### config.mk
export PLATFORM = sky130hd
export DESIGN_NAME = spi_mem_ctrl
export DESIGN_NICKNAME = d
export VERILOG_FILES = /design/src/rtl/spi_mem_ctrl.sv
export SDC_FILE = /design/constraint.sdc
export NUM_CORES = 1
export LEC_CHECK = 0
export CORE_MARGIN = 8
export CORE_UTILIZATION = 45
export CTS_BUF_LIST = sky130_fd_sc_hd__clkbuf_4 sky130_fd_sc_hd__clkbuf_8 sky130_fd_sc_hd__clkbuf_16
export CTS_CLUSTER_SIZE = 14
export DETAILED_ROUTE_END_ITERATION = 10
export GPL_TIMING_DRIVEN = 0
export PLACE_DENSITY = 0.67
export RECOVER_POWER = 25
export SLEW_MARGIN = 10
export SYNTH_ARGS = -nofsm -noshare
export SYNTH_HDL_FRONTEND = slang
export SYNTH_SLANG_ARGS = --single-unit
### constraint.sdc
create_clock -name clk -period 4.2 [get_ports clk]
set_clock_uncertainty 0.15 [all_clocks]
set_input_delay 0.63 -clock clk [delete_from_list [all_inputs] [get_ports clk]]
set_output_delay 0.63 -clock clk [all_outputs]
set_load 0.1 [all_outputs]
### src/rtl/spi_mem_ctrl.sv
// spi_mem_ctrl: SPI mode-0 memory controller for 1..4 byte reads (0x03)
// and writes (0x02). The whole block runs on clk; SCLK is a registered
// output toggled by a half-period counter, never a gated clock.
//
// Ports:
//   clk, rst          system clock, synchronous active-high reset
//   req_valid/ready   request handshake, accepted when both are high
//   req_write         1 = write, 0 = read
//   req_addr          [31:24] chip-select index, low bytes device address
//   req_nbytes        byte count, legal 1..4
//   req_wdata         write data, little-endian (byte 0 sent first)
//   resp_valid        one-cycle completion pulse
//   resp_rdata        read data packed byte 0 in [7:0]
//   resp_err          illegal request flag, valid with resp_valid
//   sclk, mosi, miso  SPI bus (mode 0, SCLK idles low)
//   cs_n              active-low chip selects, at most one low

module spi_mem_ctrl #(
    parameter int NUM_CS       = 2,
    parameter int ADDR_BYTES   = 3,
    parameter int CLK_DIV      = 1,
    parameter int CS_SETUP_CYC = 1,
    parameter int CS_HOLD_CYC  = 1,
    parameter int CS_IDLE_CYC  = 2
) (
    input  logic              clk,
    input  logic              rst,
    input  logic              req_valid,
    output logic              req_ready,
    input  logic              req_write,
    input  logic [31:0]       req_addr,
    input  logic [2:0]        req_nbytes,
    input  logic [31:0]       req_wdata,
    output logic              resp_valid,
    output logic [31:0]       resp_rdata,
    output logic              resp_err,
    output logic              sclk,
    output logic              mosi,
    input  logic              miso,
    output logic [NUM_CS-1:0] cs_n
);

    // Worst case frame: opcode + 4 address bytes + 4 data bytes.
    localparam int TXW = 72;

    typedef enum logic [2:0] {
        S_IDLE,
        S_SETUP,
        S_SHIFT,
        S_HOLD,
        S_RESP,
        S_GAP
    } state_t;

    state_t          state;
    logic            is_write;
    logic [2:0]      nbytes;
    logic [7:0]      nbits;
    logic [7:0]      bit_cnt;
    logic [15:0]     half_cnt;
    logic [15:0]     cyc_cnt;
    logic [TXW-1:0]  tx;
    logic [31:0]     rx;

    logic [7:0]        cs_idx;
    logic              bad_req;
    logic [7:0]        opcode;
    logic [31:0]       wfield;
    logic [TXW-1:0]    tx_init;
    logic [7:0]        nbits_init;
    logic [NUM_CS-1:0] cs_sel;
    logic [31:0]       rdata_pack;

    always_comb begin
        cs_idx  = req_addr[31:24];
        bad_req = ({24'h0, cs_idx} >= 32'(NUM_CS))
                  || (req_nbytes == 3'd0)
                  || (req_nbytes > 3'd4);
        opcode  = req_write ? 8'h02 : 8'h03;
        // Write bytes go out byte 0 first, so swap into MSB-first order.
        wfield  = req_write ? {req_wdata[7:0], req_wdata[15:8],
                               req_wdata[23:16], req_wdata[31:24]}
                            : 32'h0;
        if (ADDR_BYTES == 4)
            tx_init = {opcode, req_addr, wfield};
        else
            tx_init = {opcode, req_addr[23:0], wfield, 8'h00};
        nbits_init = 8'(8 * (1 + ADDR_BYTES))
                     + {2'b00, req_nbytes, 3'b000};
        cs_sel = ~(NUM_CS'(1) << cs_idx);
    end

    // rx keeps the last 32 sampled bits; the data bytes are the low
    // 8*nbytes of them with the first received byte most significant.
    always_comb begin
        rdata_pack = 32'h0;
        case (nbytes)
            3'd1: rdata_pack = {24'h0, rx[7:0]};
            3'd2: rdata_pack = {16'h0, rx[7:0], rx[15:8]};
            3'd3: rdata_pack = {8'h0, rx[7:0], rx[15:8], rx[23:16]};
            3'd4: rdata_pack = {rx[7:0], rx[15:8], rx[23:16], rx[31:24]};
            default: rdata_pack = 32'h0;
        endcase
        if (is_write)
            rdata_pack = 32'h0;
    end

    always_ff @(posedge clk) begin
        if (rst) begin
            state      <= S_IDLE;
            req_ready  <= 1'b0;
            resp_valid <= 1'b0;
            resp_rdata <= 32'h0;
            resp_err   <= 1'b0;
            sclk       <= 1'b0;
            mosi       <= 1'b0;
            cs_n       <= '1;
            is_write   <= 1'b0;
            nbytes     <= 3'd0;
            nbits      <= 8'd0;
            bit_cnt    <= 8'd0;
            half_cnt   <= 16'd0;
            cyc_cnt    <= 16'd0;
            tx         <= '0;
            rx         <= 32'h0;
        end else begin
            resp_valid <= 1'b0;
            resp_err   <= 1'b0;
            resp_rdata <= 32'h0;
            case (state)
                S_IDLE: begin
                    if (req_valid && req_ready) begin
                        req_ready <= 1'b0;
                        is_write  <= req_write;
                        nbytes    <= req_nbytes;
                        nbits     <= nbits_init;
                        tx        <= tx_init;
                        rx        <= 32'h0;
                        cyc_cnt   <= 16'd0;
                        if (bad_req) begin
                            state      <= S_RESP;
                            resp_valid <= 1'b1;
                            resp_err   <= 1'b1;
                        end else begin
                            state <= S_SETUP;
                            cs_n  <= cs_sel;
                            mosi  <= tx_init[TXW-1];
                        end
                    end else begin
                        req_ready <= 1'b1;
                    end
                end
                S_SETUP: begin
                    if (cyc_cnt == 16'(CS_SETUP_CYC - 1)) begin
                        state    <= S_SHIFT;
                        half_cnt <= 16'd0;
                        bit_cnt  <= 8'd0;
                    end else begin
                        cyc_cnt <= cyc_cnt + 16'd1;
                    end
                end
                S_SHIFT: begin
                    if (half_cnt == 16'(CLK_DIV - 1)) begin
                        half_cnt <= 16'd0;
                        if (!sclk) begin
                            sclk <= 1'b1;
                            rx   <= {rx[30:0], miso};
                        end else begin
                            sclk    <= 1'b0;
                            tx      <= {tx[TXW-2:0], 1'b0};
                            mosi    <= tx[TXW-2];
                            bit_cnt <= bit_cnt + 8'd1;
                            if (bit_cnt + 8'd1 == nbits) begin
                                state   <= S_HOLD;
                                mosi    <= 1'b0;
                                cyc_cnt <= 16'd0;
                            end
                        end
                    end else begin
                        half_cnt <= half_cnt + 16'd1;
                    end
                end
                S_HOLD: begin
                    if (cyc_cnt == 16'(CS_HOLD_CYC - 1)) begin
                        state      <= S_RESP;
                        cs_n       <= '1;
                        resp_valid <= 1'b1;
                        resp_rdata <= rdata_pack;
                    end else begin
                        cyc_cnt <= cyc_cnt + 16'd1;
                    end
                end
                S_RESP: begin
                    cyc_cnt <= 16'd0;
                    if (CS_IDLE_CYC == 0) begin
                        state     <= S_IDLE;
                        req_ready <= 1'b1;
                    end else begin
                        state <= S_GAP;
                    end
                end
                S_GAP: begin
                    if (cyc_cnt == 16'(CS_IDLE_CYC - 1)) begin
                        state     <= S_IDLE;
                        req_ready <= 1'b1;
                    end else begin
                        cyc_cnt <= cyc_cnt + 16'd1;
                    end
                end
                default: state <= S_IDLE;
            endcase
        end
    end

endmodule

=== After elaboration in Yosys (flattened, before gate mapping) ===
Index checks and enable logic that the tools add are counted.

* Shift-type cells: 1
* Mux-type cells: 52
* Equal/unequal tests: 22
* Bitwise logic cells: 4
* Magnitude comparators: 2
* Reduce and logical (&&, ||, !) cells: 26
* Add/sub/neg operators: 4

{| class="wikitable"
|+ Operators by type and width
! kind !! number
|-
| two-way mux 71 bit || 3
|-
| case mux 71 bit (2 select lines) || 1
|-
| two-way mux 16 bit || 8
|-
| two-way mux 32 bit || 4
|-
| case mux 32 bit (4 select lines) || 1
|-
| case mux 16 bit (5 select lines) || 1
|-
| case mux 32 bit (2 select lines) || 1
|-
| adder 16 x 1 -> 16 bit, second input constant || 2
|-
| logical NOT 16 bit || 2
|-
| case mux 16 bit (2 select lines) || 1
|-
| two-way mux 3 bit || 8
|-
| two-way mux 8 bit || 3
|-
| != test 2 bit, second input constant || 11
|-
| case mux 3 bit (6 select lines) || 1
|-
| equality test 16 x 1 -> 1 bit, second input constant || 1
|-
| case mux 8 bit (2 select lines) || 1
|-
| AND reduction 4 bit || 4
|-
| AND reduction 7 bit || 2
|-
| equality test 3 x 2 -> 1 bit, second input constant || 4
|-
| two-way mux 1 bit || 12
|-
| equality test 3 bit, second input constant || 3
|-
| adder 8 x 1 -> 8 bit, second input constant || 1
|-
| equality test 8 bit || 1
|-
| greater-or-equal comparator 8 x 2 -> 1 bit, second input constant || 1
|-
| 18 further kinds || 34
|}

* Output and inout bits: 39
* Logic and storage cells: 127
* Input port bits: 72
* Register bits after elaboration: 197

=== Logic depth before layout (Yosys ltp) ===
* Word-level depth: 6
* Gate-level depth with buffers: 9
* Gate-level depth less buffers: 7

=== Worst setup path after synthesis ===
No wires, ideal clock.

* Kind: reg2reg
* Start: register req_ready
* End: register tx[66]
* Buffers on the path: 2
* Required time: 3.922 ns
* Slack: 1.555 ns
* Setup time: 0.128 ns
* Cell stages (with the launch flop): 8
* Period minus slack after synthesis: 2.645 ns
* Arrival: 2.367 ns
* Path through: dfxtp_1 > nand3b_1 > and3_1 > a2111oi_4 > buf_4 > buf_6 > mux2i_1 > nor2_1

* Word-level cells in the longest chain between the ends: 3

{| class="wikitable"
|+ RTL lines
! what !! RTL line !! text
|-
| from (decl) || 29 || <nowiki>output logic req_ready,</nowiki>
|-
| from (signal assigned) || 111 || <nowiki>req_ready <= 1'b0;</nowiki>
|-
| from (signal assigned) || 133 || <nowiki>req_ready <= 1'b0;</nowiki>
|-
| from (signal assigned) || 150 || <nowiki>req_ready <= 1'b1;</nowiki>
|-
| logical AND 1 bit || 132 || <nowiki>if (req_valid && req_ready) begin</nowiki>
|-
| != test 2 bit (no source line) || -- ||
|-
| AND reduction 4 bit (no source line) || -- ||
|-
| to (signal assigned) || 137 || <nowiki>tx <= tx_init;</nowiki>
|-
| to (signal assigned) || 170 || <nowiki>tx <= {tx[TXW-2:0], 1'b0};</nowiki>
|-
| to (decl) || 62 || <nowiki>logic [TXW-1:0] tx;</nowiki>
|}

Every way passes these cells.
A chain may end at the register's enable or synchronous reset.

=== Final worst setup path ===
* Start: register cyc_cnt[7]
* End: register resp_rdata[10]

* Word-level cells in the longest chain between the ends: 3

{| class="wikitable"
|+ RTL lines
! what !! RTL line !! text
|-
| from (decl) || 61 || <nowiki>logic [15:0] cyc_cnt;</nowiki>
|-
| from (signal assigned) || 159 || <nowiki>cyc_cnt <= cyc_cnt + 16'd1;</nowiki>
|-
| from (signal assigned) || 190 || <nowiki>cyc_cnt <= cyc_cnt + 16'd1;</nowiki>
|-
| from (signal assigned) || 207 || <nowiki>cyc_cnt <= cyc_cnt + 16'd1;</nowiki>
|-
| logical NOT 16 bit || 184 || <nowiki>if (cyc_cnt == 16'(CS_HOLD_CYC - 1)) begin</nowiki>
|-
| NOT 1 bit (no source line) || -- ||
|-
| OR reduction 4 bit (no source line) || -- ||
|-
| to (signal assigned) || 188 || <nowiki>resp_rdata <= rdata_pack;</nowiki>
|-
| to (decl) || 35 || <nowiki>output logic [31:0] resp_rdata,</nowiki>
|}

Every way passes these cells.

==> qor.yml <==
routing:
  via_per_inst: 5.85
  avgRoutedWirePerCell_um: 17.0
  highest_layer: "met4"
  wl_met1_um: 10900
  drc: 0
  antenna_left: 0
  met3_length_um: 1760
  met2WireLength_um: 9860
  drt_wl_total_um: 22900
  drt_iter0_markers: 751
  drt_pass1_iterations: 5
  num_vias: 7875
job:
  max_cap_viol_count: 0
sta:
  final_hold_viol_count: 0
  fin_setup_tns_ns: 0
  slew_headroom: 0.316
  worstMarginPinSlew_ns: 1.02
  rsz0062_at_grt: "false"
  fmax_ghz: 0.317
  drv_slew: 0
  finalWorstSetupSlack_ns: 1.05
  finalCritPeriodShare: 0.750
  period_needed_ns: 3.15
  finalSetupViolations: 0
logic_synthesis:
  ys_top_cells_by_count: "dfxtp_1 (182), nor2_1 (152), nand2_1 (110), a311oi_1 (81), clkbuf_1 (54)"
  postSynthAreaPerCell_um2: 8.46
  syn_area_um2: 8280
  ys_async_sr_fraction: 0
  yosys.area.top_type: "dfxtp_1"
  yosysWarnings: 0
  synth_cell_types: 66
  ys_top_cells_by_area: "dfxtp_1 (44%), a311oi_1 (8.6%), nor2_1 (6.9%)"
  synthCells: 978
  yosysSeqAreaShare: 0.440
  synth_ff_type: "dfxtp_1"
  syn_nets: 1056
  yosysMostFrequentCell: "dfxtp_1"
  synth_edf_count: 0
  ys_seq_elements: 182
  synth_top_area_frac: 0.440
clock_tree:
  cts_tree: "done"
  post_cts_buffers: 0
  h-tree-depth: 4
  ctsResizeCount: 0
  cts_sinks: 182
  cts_buffer_depth: 2
  root_buffer: "clkbuf_16"
  path_clk_slew_ns: 0.07
  clock_latency_ns: 0.44
  cts_hold_buffers: 0
  cts_made_buffers: 17
die:
  die-area_um2: 23000
  die_h_um: 152
  row_count: 49
  die_w_um: 152
  initial_utilization: 0.459
  pin_count: 111
  core-area_um2: 18000
worst_setup_path:
  slowest_delay_ns: 0.78
  worst_setup_path_end_kind: "flip-flop"
  r2r-end: "resp_rdata[10]$_SDFF_PP0_"
  cp-start-kind: "flip-flop"
  cp.arrival_ns: 3.37
  path_cells: "clkbuf_1 -> nor4_1 -> nand4_1 -> nor4_1 -> nand2_1 -> clkbuf_1 -> nor2_1"
  reg2reg_depth: 7
  required_ns: 4.42
  worstSetupPathType: "reg2reg"
  cp_max_fo: 10
  cp.buffers_inverters: 2
  path_delay_family: "simple AND/OR/NAND/NOR gates"
  slowest_stage: "nor4_1"
  regToRegSetupSlack_ns: 1.05
  timing.rr.start: "cyc_cnt[7]$_SDFFE_PP0P_"
placement:
  place_hpwl_um: 16600
  gp_congestion: 0.922
  port_buffers: 109
  dp_slack_ns: 1.18
finish:
  drive_gt1_frac: 0.0680
  n_antenna_cell: 0
  synthToLayoutAreaGrowth_pct: 23.5
  fill_cells: 1725
  fin_util: 0.567
  final_nets: 1184
global_route:
  grt_overflow: 0
  grt_pass1_wl_um: 37600
  grtUsageTotal: 0.202
  grt_pass1_vias: 7383
  grt_max_degree: 19
  grt_antenna_before_repair: 0
power_and_ir_drop:
  leakagePower_nw: 3.56
  p_total_mw: 4.37
  powerDensity_nw_per_um2: 427
  vdd_ir_drop_max_uv: 311
hold_path:
  min_from: "tx[26]$_SDFFE_PP0P_"
  min_to: "tx[27]$_SDFFE_PP0P_"
  hold_path_class: "reg2reg"
  min_delay_path_depth: 2
outcome:
  outcome: "finished clean"
-- per-layer routing --
layer / vias up / GRT usage
met5: - / 0
met4: 0 / 0.0622
met3: 42 / 0.0508
met2: 291 / 0.302
met1: 3672 / 0.281
li1: 3870 / -
-- through the flow --
stage                     instances  hold slack, ns  cell area (µm²)
after global placement         1316           0.308             9650
final                          1347           0.321            10200
after global routing           1347           0.340            10200
after detailed placement       1316           0.316             9650
after floorplan                 978           0.296             8280
after CTS                      1347           0.325            10200
-- tightest hold or removal path, stage by stage (launching register included) --
cell	delay, ns
dfxtp_1	0.31
nand2_1	0.05
a311oi_1	0.07
-- final cells by class --
cell class / count / area, µm² / share of cell area
flip-flops and latches: 182 / 3640 / 0.356
clock inverters: 13 / 136 / 0.0133
inverters: 11 / 41.3 / 0.00404
well taps: 229 / 287 / 0.0280
repair buffers: 109 / 1090 / 0.107
clock buffers: 18 / 439 / 0.0430
plain buffers: 88 / 390 / 0.0382
multi-input cells: 697 / 4190 / 0.410
-- report_power, final --
| group | internal [mW] | leakage (nW) | total [mW] | switching [mW] |
|---|---|---|---|---|
| combinational | 0.326 | 1.81 | 0.837 | 0.511 |
| clock | 0.802 | 0.276 | 1.56 | 0.756 |
| sequential | 1.89 | 1.48 | 1.97 | 0.0841 |
-- cell families (layout without fill, tap and decap cells) --
group                      after synthesis  after routing  share of synthesized area
xor gates and xnor gates                 7              7                    0.00741
buffers and inverters                   99            239                     0.0526
and+or+nand+nor                        408            408                      0.227
DFF                                    182            182                      0.440
AOI/OAI and AO/OA                      265            265                      0.250
adders and majority gates                6              6                    0.00907
muxes                                   11             11                     0.0136
-- worst max-delay path by stage --
stage | start | endpoint | cells past startpoint | slack (ns)
3_5_place_dp | cyc_cnt[11]$_SDFFE_PP0P_ | resp_rdata[10]$_SDFF_PP0_ | 6 | 1.18
5_1_grt | cyc_cnt[7]$_SDFFE_PP0P_ | resp_rdata[10]$_SDFF_PP0_ | 7 | 0.84
3_3_place_gp | cyc_cnt[11]$_SDFFE_PP0P_ | resp_rdata[0]$_SDFF_PP0_ | 6 | 1.21
6_report | cyc_cnt[7]$_SDFFE_PP0P_ | resp_rdata[10]$_SDFF_PP0_ | 7 | 1.05
4_1_cts | cyc_cnt[11]$_SDFFE_PP0P_ | resp_rdata[10]$_SDFF_PP0_ | 6 | 1.14
2_1_floorplan | req_ready$_SDFFE_PP0P_ | tx[66]$_SDFFE_PP0P_ | 7 | 1.56
-- flip-flops by register name, indices dropped and copies added, names as in the netlist --
register / flops
half_cnt: 16
cs_n: 2
is_write: 1
resp_valid: 1
bit_cnt: 8
resp_rdata: 32
req_ready: 1
tx: 63
nbits: 1
mosi: 1
cyc_cnt: 16
state: 3
nbytes: 3
rx: 32
resp_err: 1
sclk: 1
-- layout by cell type, fill, tap and decap left out, drive strengths merged, types with 4 or more instances in the layout --
cell type / count
nor3: 16
nand2b: 7
ha: 6
and3: 10
buf: 31
nand3: 43
nor4: 9
a221oi: 7
clkinv: 5
a21oi: 48
nand2: 110
a22oi: 47
clkdlybuf4s50: 80
nand4: 9
a311oi: 88
inv: 17
and4: 5
o21ai: 18
clkbuf: 75
mux2i: 9
and2: 16
nor2: 153
a32o: 4
a41oi: 9
a211oi: 4
a22o: 8
dlygate4sd3: 29
o21a: 5
or3: 4
xnor2: 5
nor2b: 12
a31oi: 8
nor3b: 4
dfxtp: 182
Power figures use the tool's default switching activity.
